### src/rtl/score_keeper.sv
// Two-player score register stage with match FSM, rise-edge point capture and saturation.
// Optional macro WIN_BY_TWO_EN: a win additionally needs a 2-point lead, with MAX_SCORE as the cap.
module score_keeper #(
  parameter int WIN_SCORE = 11,
  parameter int MAX_SCORE = 99
) (
  input  logic       clk,
  input  logic       rst_n,
  input  logic       start,
  input  logic       pause,
  input  logic       p1_point,
  input  logic       p2_point,
  output logic [8:0] currscore,
  output logic [8:0] currscore2,
  output logic [1:0] state,
  output logic [1:0] winner,
  output logic       game_over
);

  localparam logic [8:0] LP_WIN = 9'(WIN_SCORE);
  localparam logic [8:0] LP_MAX = 9'(MAX_SCORE);

  typedef enum logic [1:0] {
    ST_IDLE = 2'b00,
    ST_PLAY = 2'b01,
    ST_OVER = 2'b10,
    ST_BAD  = 2'b11
  } state_t;

  state_t     r_state, w_state_nx;
  logic [8:0] r_score1, r_score2, w_score1_nx, w_score2_nx;
  logic [8:0] w_inc1, w_inc2;
  logic [1:0] r_winner, w_winner_nx, w_result;
  logic       r_game_over, w_game_over_nx;
  logic       r_start_h, r_p1_h, r_p2_h;
  logic       w_start_rise, w_p1_rise, w_p2_rise;

  assign w_start_rise = start & ~r_start_h;
  assign w_p1_rise    = p1_point & ~r_p1_h;
  assign w_p2_rise    = p2_point & ~r_p2_h;

  // Candidate scores for this edge: one point per unpaused rise, held at the ceiling.
  always_comb begin
    w_inc1 = r_score1;
    w_inc2 = r_score2;
    if (w_p1_rise && !pause && (r_score1 < LP_MAX)) begin
      w_inc1 = r_score1 + 9'd1;
    end else begin
      w_inc1 = r_score1;
    end
    if (w_p2_rise && !pause && (r_score2 < LP_MAX)) begin
      w_inc2 = r_score2 + 9'd1;
    end else begin
      w_inc2 = r_score2;
    end
  end

  // Match result on the candidate scores; 00 means play continues.
`ifdef WIN_BY_TWO_EN
  always_comb begin
    w_result = 2'b00;
    if ((w_inc1 >= LP_WIN) && (w_inc1 >= w_inc2 + 9'd2)) begin
      w_result = 2'b01;
    end else if ((w_inc2 >= LP_WIN) && (w_inc2 >= w_inc1 + 9'd2)) begin
      w_result = 2'b10;
    end else if ((w_inc1 >= LP_MAX) || (w_inc2 >= LP_MAX)) begin
      if (w_inc1 > w_inc2) begin
        w_result = 2'b01;
      end else if (w_inc2 > w_inc1) begin
        w_result = 2'b10;
      end else begin
        w_result = 2'b11;
      end
    end else begin
      w_result = 2'b00;
    end
  end
`else
  always_comb begin
    w_result = {(w_inc2 >= LP_WIN), (w_inc1 >= LP_WIN)};
  end
`endif

  // Next-state and next-output decode for the match FSM.
  always_comb begin
    w_state_nx     = r_state;
    w_score1_nx    = r_score1;
    w_score2_nx    = r_score2;
    w_winner_nx    = r_winner;
    w_game_over_nx = r_game_over;
    case (r_state)
      ST_IDLE: begin
        w_score1_nx    = 9'd0;
        w_score2_nx    = 9'd0;
        w_winner_nx    = 2'b00;
        w_game_over_nx = 1'b0;
        if (w_start_rise) begin
          w_state_nx = ST_PLAY;
        end else begin
          w_state_nx = ST_IDLE;
        end
      end
      ST_PLAY: begin
        w_score1_nx = w_inc1;
        w_score2_nx = w_inc2;
        if (w_result != 2'b00) begin
          w_state_nx     = ST_OVER;
          w_winner_nx    = w_result;
          w_game_over_nx = 1'b1;
        end else begin
          w_state_nx     = ST_PLAY;
          w_winner_nx    = 2'b00;
          w_game_over_nx = 1'b0;
        end
      end
      ST_OVER: begin
        if (w_start_rise) begin
          w_state_nx     = ST_PLAY;
          w_score1_nx    = 9'd0;
          w_score2_nx    = 9'd0;
          w_winner_nx    = 2'b00;
          w_game_over_nx = 1'b0;
        end else begin
          w_state_nx     = ST_OVER;
          w_game_over_nx = 1'b1;
        end
      end
      default: begin
        w_state_nx     = ST_IDLE;
        w_score1_nx    = 9'd0;
        w_score2_nx    = 9'd0;
        w_winner_nx    = 2'b00;
        w_game_over_nx = 1'b0;
      end
    endcase
  end

  // State, score and edge-history registers.
  always_ff @(posedge clk) begin
    if (!rst_n) begin
      r_state     <= ST_IDLE;
      r_score1    <= 9'd0;
      r_score2    <= 9'd0;
      r_winner    <= 2'b00;
      r_game_over <= 1'b0;
      r_start_h   <= 1'b0;
      r_p1_h      <= 1'b0;
      r_p2_h      <= 1'b0;
    end else begin
      r_state     <= w_state_nx;
      r_score1    <= w_score1_nx;
      r_score2    <= w_score2_nx;
      r_winner    <= w_winner_nx;
      r_game_over <= w_game_over_nx;
      r_start_h   <= start;
      r_p1_h      <= p1_point;
      r_p2_h      <= p2_point;
    end
  end

  assign currscore  = r_score1;
  assign currscore2 = r_score2;
  assign state      = r_state;
  assign winner     = r_winner;
  assign game_over  = r_game_over;

endmodule

### config.mk
export PLATFORM = sky130hd
export DESIGN_NAME = score_keeper
export DESIGN_NICKNAME = d
export VERILOG_FILES = /design/src/rtl/score_keeper.sv
export SDC_FILE = /design/constraint.sdc
export NUM_CORES = 1
export LEC_CHECK = 0
export CORE_MARGIN = 4
export CORE_UTILIZATION = 55
export CTS_CLUSTER_DIAMETER = 100
export DETAILED_ROUTE_END_ITERATION = 7
export PLACE_DENSITY = 0.87
export SETUP_SLACK_MARGIN = 0.5
export SLEW_MARGIN = 15
export SYNTH_ARGS = -nofsm -noshare
export SYNTH_HDL_FRONTEND = slang
export SYNTH_SLANG_ARGS = --single-unit
### constraint.sdc
create_clock -name clk -period 5.3 [get_ports clk]
set_input_delay 1.06 -clock clk [delete_from_list [all_inputs] [get_ports clk]]
set_output_delay 1.06 -clock clk [all_outputs]
set_load 0.02 [all_outputs]
# After elaboration in Yosys (flattened, before gate mapping)
# Cells that the tools add are included.
[totals] register_bits=26 inputBits=6 output_inout_bits=23
[op_classes] addsub=2 order_cmp=4 n_eq_ne=3 n_mux=15 n_bitwise=6 n_reduce_logical=7
[op_table] operator="$pmux 9 s2" count=2
[op_table] operator="$mux 9" count=3
[op_table] operator="$add 9x1->9 const B" count=2
[op_table] operator="$ge 9x4->1 const B" count=2
[op_table] operator="$lt 9x7->1 const B" count=2
[op_table] operator="$mux 2" count=4
[op_table] operator="$pmux 2 s3" count=1
[op_table] operator="$logic_and 1x1->1" count=4
[op_table] operator="$pmux 2 s2" count=1
[op_table] operator="$and 1x1->1" count=3
[op_table] operator="$mux 1" count=3
[op_table] operator="$not 1->1" count=3
[op_table] operator="$eq 2x1->1 const B" count=1
[op_table] operator="$eq 2x2->1 const B" count=1
[op_table] operator="$logic_not 2->1" count=1
[op_table] operator="$ne 2x2->1 const B" count=1
[op_table] operator="$pmux 1 s2" count=1
[op_table] operator="$reduce_bool 2->1" count=1
[op_table] operator="$logic_not 1->1" count=1

# Depth between registers and ports, before layout
[depth] depth_word=9 mapped_depth=8

# Worst setup path before layout
# Ideal clock, no wire load.
[synth_path] path_kind="input to register" from="in pause" to="reg r_state[0], in the netlist state[0]" arrival_time_ns=2.758 slack_ns=2.483 cell_stages=6 cell_sequence="or3b_4 or4b_4 xor2_1 nand4b_2 nor4_2 a31o_1"
[synth_between] elab_chain_cells=8
[synth_lines] element="start, declared" line="10" rtl="input logic pause,"
[synth_lines] element="$logic_not 1->1 (*)" line="46, 51"
[synth_lines] element="$logic_and 1x1->1, on equally long branches (2 in a row)" line="46, 51"
[synth_lines] element="$mux 9, on equally long branches" line="46, 51"
[synth_lines] element="$ge 9x4->1" line="80" rtl="w_result = {(w_inc2 >= LP_WIN), (w_inc1 >= LP_WIN)};"
[synth_lines] element="$reduce_bool 2->1 (*)" line="106" rtl="if (w_result != 2'b00) begin"
[synth_lines] element="$mux 2 (*)" line="106"
[synth_lines] element="$pmux 2 s3 (*)" line="91" rtl="case (r_state)"
[synth_lines] element="end signal, assigned" line="150" rtl="r_state <= w_state_nx;"
[synth_lines] element="end, declared" line="30" rtl="state_t r_state, w_state_nx;"
# Mark *: on every way between the ends. The rest lies on a longest branch, timed or not.
# A chain may end at the register's enable or synchronous reset.

# Worst setup path after layout
# Ends and elaborated chain as after synthesis.

==> results.json <==
{
  "design_area_um2": 1830,
  "outcome": "finished clean",
  "place_area_um2": 1800,
  "cp_data_arrival_time_ns": 3.62,
  "path_max_fanout": 6,
  "track_usage_pct": 24.0,
  "clock_skew_ns": 0.00359,
  "drtPass1Iterations": 4,
  "port_buffers": 28,
  "vias_per_cell": 6.18,
  "grt_pass1_vias": 1419,
  "final_hold_viol_count": 0,
  "critPathKind": "primary input to register",
  "drc": 0,
  "drive_above_1_share_pct": 8.50,
  "overflow": 0,
  "final_max_slew_viol_count": 0,
  "synth_cells": 175,
  "ys_ff_latch": 26,
  "core_um2": 2540,
  "syn-cell-area_um2": 1510,
  "clockBufferDepth": 2,
  "ant_nets": 0,
  "area_growth_syn_to_layout_pct": 21.8,
  "leakage_uw": 0.000642,
  "ys.flop_type": "dfxtp_1",
  "min_period_ns": 3.33,
  "htree_levels": 1,
  "required_ns": 5.58,
  "cts_tree": "built",
  "grt_max_degree": 21,
  "yosysWarnings": 0,
  "routed_wl_mm": 3.77,
  "place_congestion": 0.894,
  "die_w_um": 60.3,
  "peakVddDrop_mv": 0.148,
  "ctsResizeCount": 0,
  "synth_edf_count": 0,
  "startpoint_type": "primary input",
  "synth_cell_types": 45,
  "num_vias": 1422,
  "timing.rr.start": "currscore[0]$_SDFFE_PN0N_",
  "synth-async-reset-ratio_pct": 0,
  "synth-seq-area-share_pct": 34.6,
  "post-route-period-util_pct": 62.9,
  "grt_pass1_wl_mm": 6.62,
  "avgSynthCellArea_um2": 8.61,
  "hold_buffers": 0,
  "cts_buffers": 3,
  "r2r_slack_ns": 2.62,
  "worst_pin_slew_ns": 0.666,
  "initial_core_util_pct": 59.2,
  "min_path_type": "register to register",
  "dp_hpwl_mm": 2.69,
  "antenna_cells": 0,
  "endpoint": "state[0]$_SDFF_PN0_",
  "path_clk_slew_ns": 0.14,
  "io_pins": 29,
  "num_rows": 18,
  "min_path_cells": 2,
  "cts-root-buf": "clkbuf_4",
  "rsz0062_at_grt": "no",
  "clk_latency_ns": 0.33,
  "wl_per_cell_um": 16.4,
  "die_y_um": 60.3,
  "setup_tns_ns": 0,
  "setup_viol": 0,
  "end_kind": "register",
  "powerDensity_nw_per_um2": 186,
  "slew_headroom_pct": 55.5,
  "cp-startpoint": "pause",
  "dieArea_um2": 3640,
  "fillerInstances": 203,
  "worstRegToRegCells": 7,
  "drt_iter0_markers": 45,
  "postCtsSetupBuffers": 0,
  "grt_antenna_before_repair": 0,
  "cts.sinks": 26,
  "r2r_end": "state[0]$_SDFF_PN0_",
  "synth_nets": 187,
  "drv_cap": 0,
  "fmax_ghz": 0.300,
  "fin_nets": 213
}
-- area by class of cell --
| class | instances | area, um2 | area share [%] |
|---|---|---|---|
| Sequential cell | 26 | 520 | 28.4 |
| Inverter | 3 | 11.3 | 0.614 |
| Tap cell | 30 | 37.5 | 2.05 |
| Timing Repair Buffer | 28 | 280 | 15.3 |
| Multi-Input combinational cell | 139 | 948 | 51.7 |
| Clock buffer | 4 | 36.3 | 1.98 |
-- worst max-delay path: stages --
cell             delay [ns]
clkdlybuf4s50_1        0.57
or3b_4                 0.48
or4b_4                 0.56
xor2_1                 0.20
nand4b_2               0.15
nor4_2                 0.38
a31o_1                 0.21
-- cell families after synthesis --
| kind of cell | share of synthesized area (%) |
|---|---|
| xor+xnor | 2.33 |
| mux | 1.99 |
| flops | 34.6 |
| compound gates | 18.1 |
| buf+inv | 2.49 |
| simple gates | 35.5 |
| fa+ha+maj | 4.98 |
-- synth_stat cells (all sizes together), types with 4 or more instances --
cell type,count,area (um2)
nor3,7,35.0
clkbuf,7,26.3
a21oi,9,48.8
nand3,5,25.0
nor2b,11,68.8
o21ai,9,45.0
a21boi,4,30.0
ha,6,75.1
nand2,15,56.3
nand4,4,25.0
nor2,12,45.0
and2,10,62.6
dfxtp,26,521
-- routing by layer --
metal	wire, um	global-route usage, %	share of wire, %
met5	0	0	0
met4	66	9.49	1.7
met3	263	4.68	7.0
met2	1790	40.0	47
met1	1650	30.4	44
-- stage by stage --
step,std cells,hold slack [ns],setup WS (ns),total power (uW),utilization [%]
after CTS,230,0.490,2.01,343,72.1
after global routing,230,0.515,1.89,358,72.1
after global placement,226,0.448,1.78,240,70.6
after floorplan,175,0.533,2.48,228,-
final,230,0.481,1.97,341,72.1
after detailed placement,226,0.465,1.67,241,70.6
-- worst min path at each step --
stage,slack (ns),start,to
after floorplan,0.53,winner[1]$_SDFFE_PN0N_,winner[1]$_SDFFE_PN0N_
after CTS,0.49,winner[1]$_SDFFE_PN0N_,winner[1]$_SDFFE_PN0N_
after global routing,0.51,winner[1]$_SDFFE_PN0N_,winner[1]$_SDFFE_PN0N_
final,0.48,winner[1]$_SDFFE_PN0N_,winner[1]$_SDFFE_PN0N_
after global placement,0.45,winner[1]$_SDFFE_PN0N_,winner[1]$_SDFFE_PN0N_
after detailed placement,0.46,winner[1]$_SDFFE_PN0N_,winner[1]$_SDFFE_PN0N_
-- flip-flops by register name, indices dropped and copies added (netlist names) --
register	flops
currscore	9
game_over	1
currscore2	9
r_p1_h	1
r_p2_h	1
state	2
winner	2
r_start_h	1
-- power by group --
| group | internal (uW) | switching (uW) |
|---|---|---|
| Combinational | 15.9 | 21.3 |
| Sequential | 198 | 2.53 |
| Clock | 42.1 | 61.7 |
| Total | 256 | 85.5 |
-- cell usage in the layout, fill, tap and decap left out, drive strengths merged, types with 3 or more instances in the layout --
cell type	instances
nand3	5
a21boi	4
dfxtp	26
ha	6
nor4	3
nand2	15
nand4	4
nor2	12
nor3b	3
mux2i	3
clkbuf	4
nor2b	11
xor2	3
a21oi	9
and2	10
o21a	3
a31o	3
nor3	7
o21ai	9
clkdlybuf4s50	28
inv	3
No activity file was read; power rests on OpenSTA's default activity.
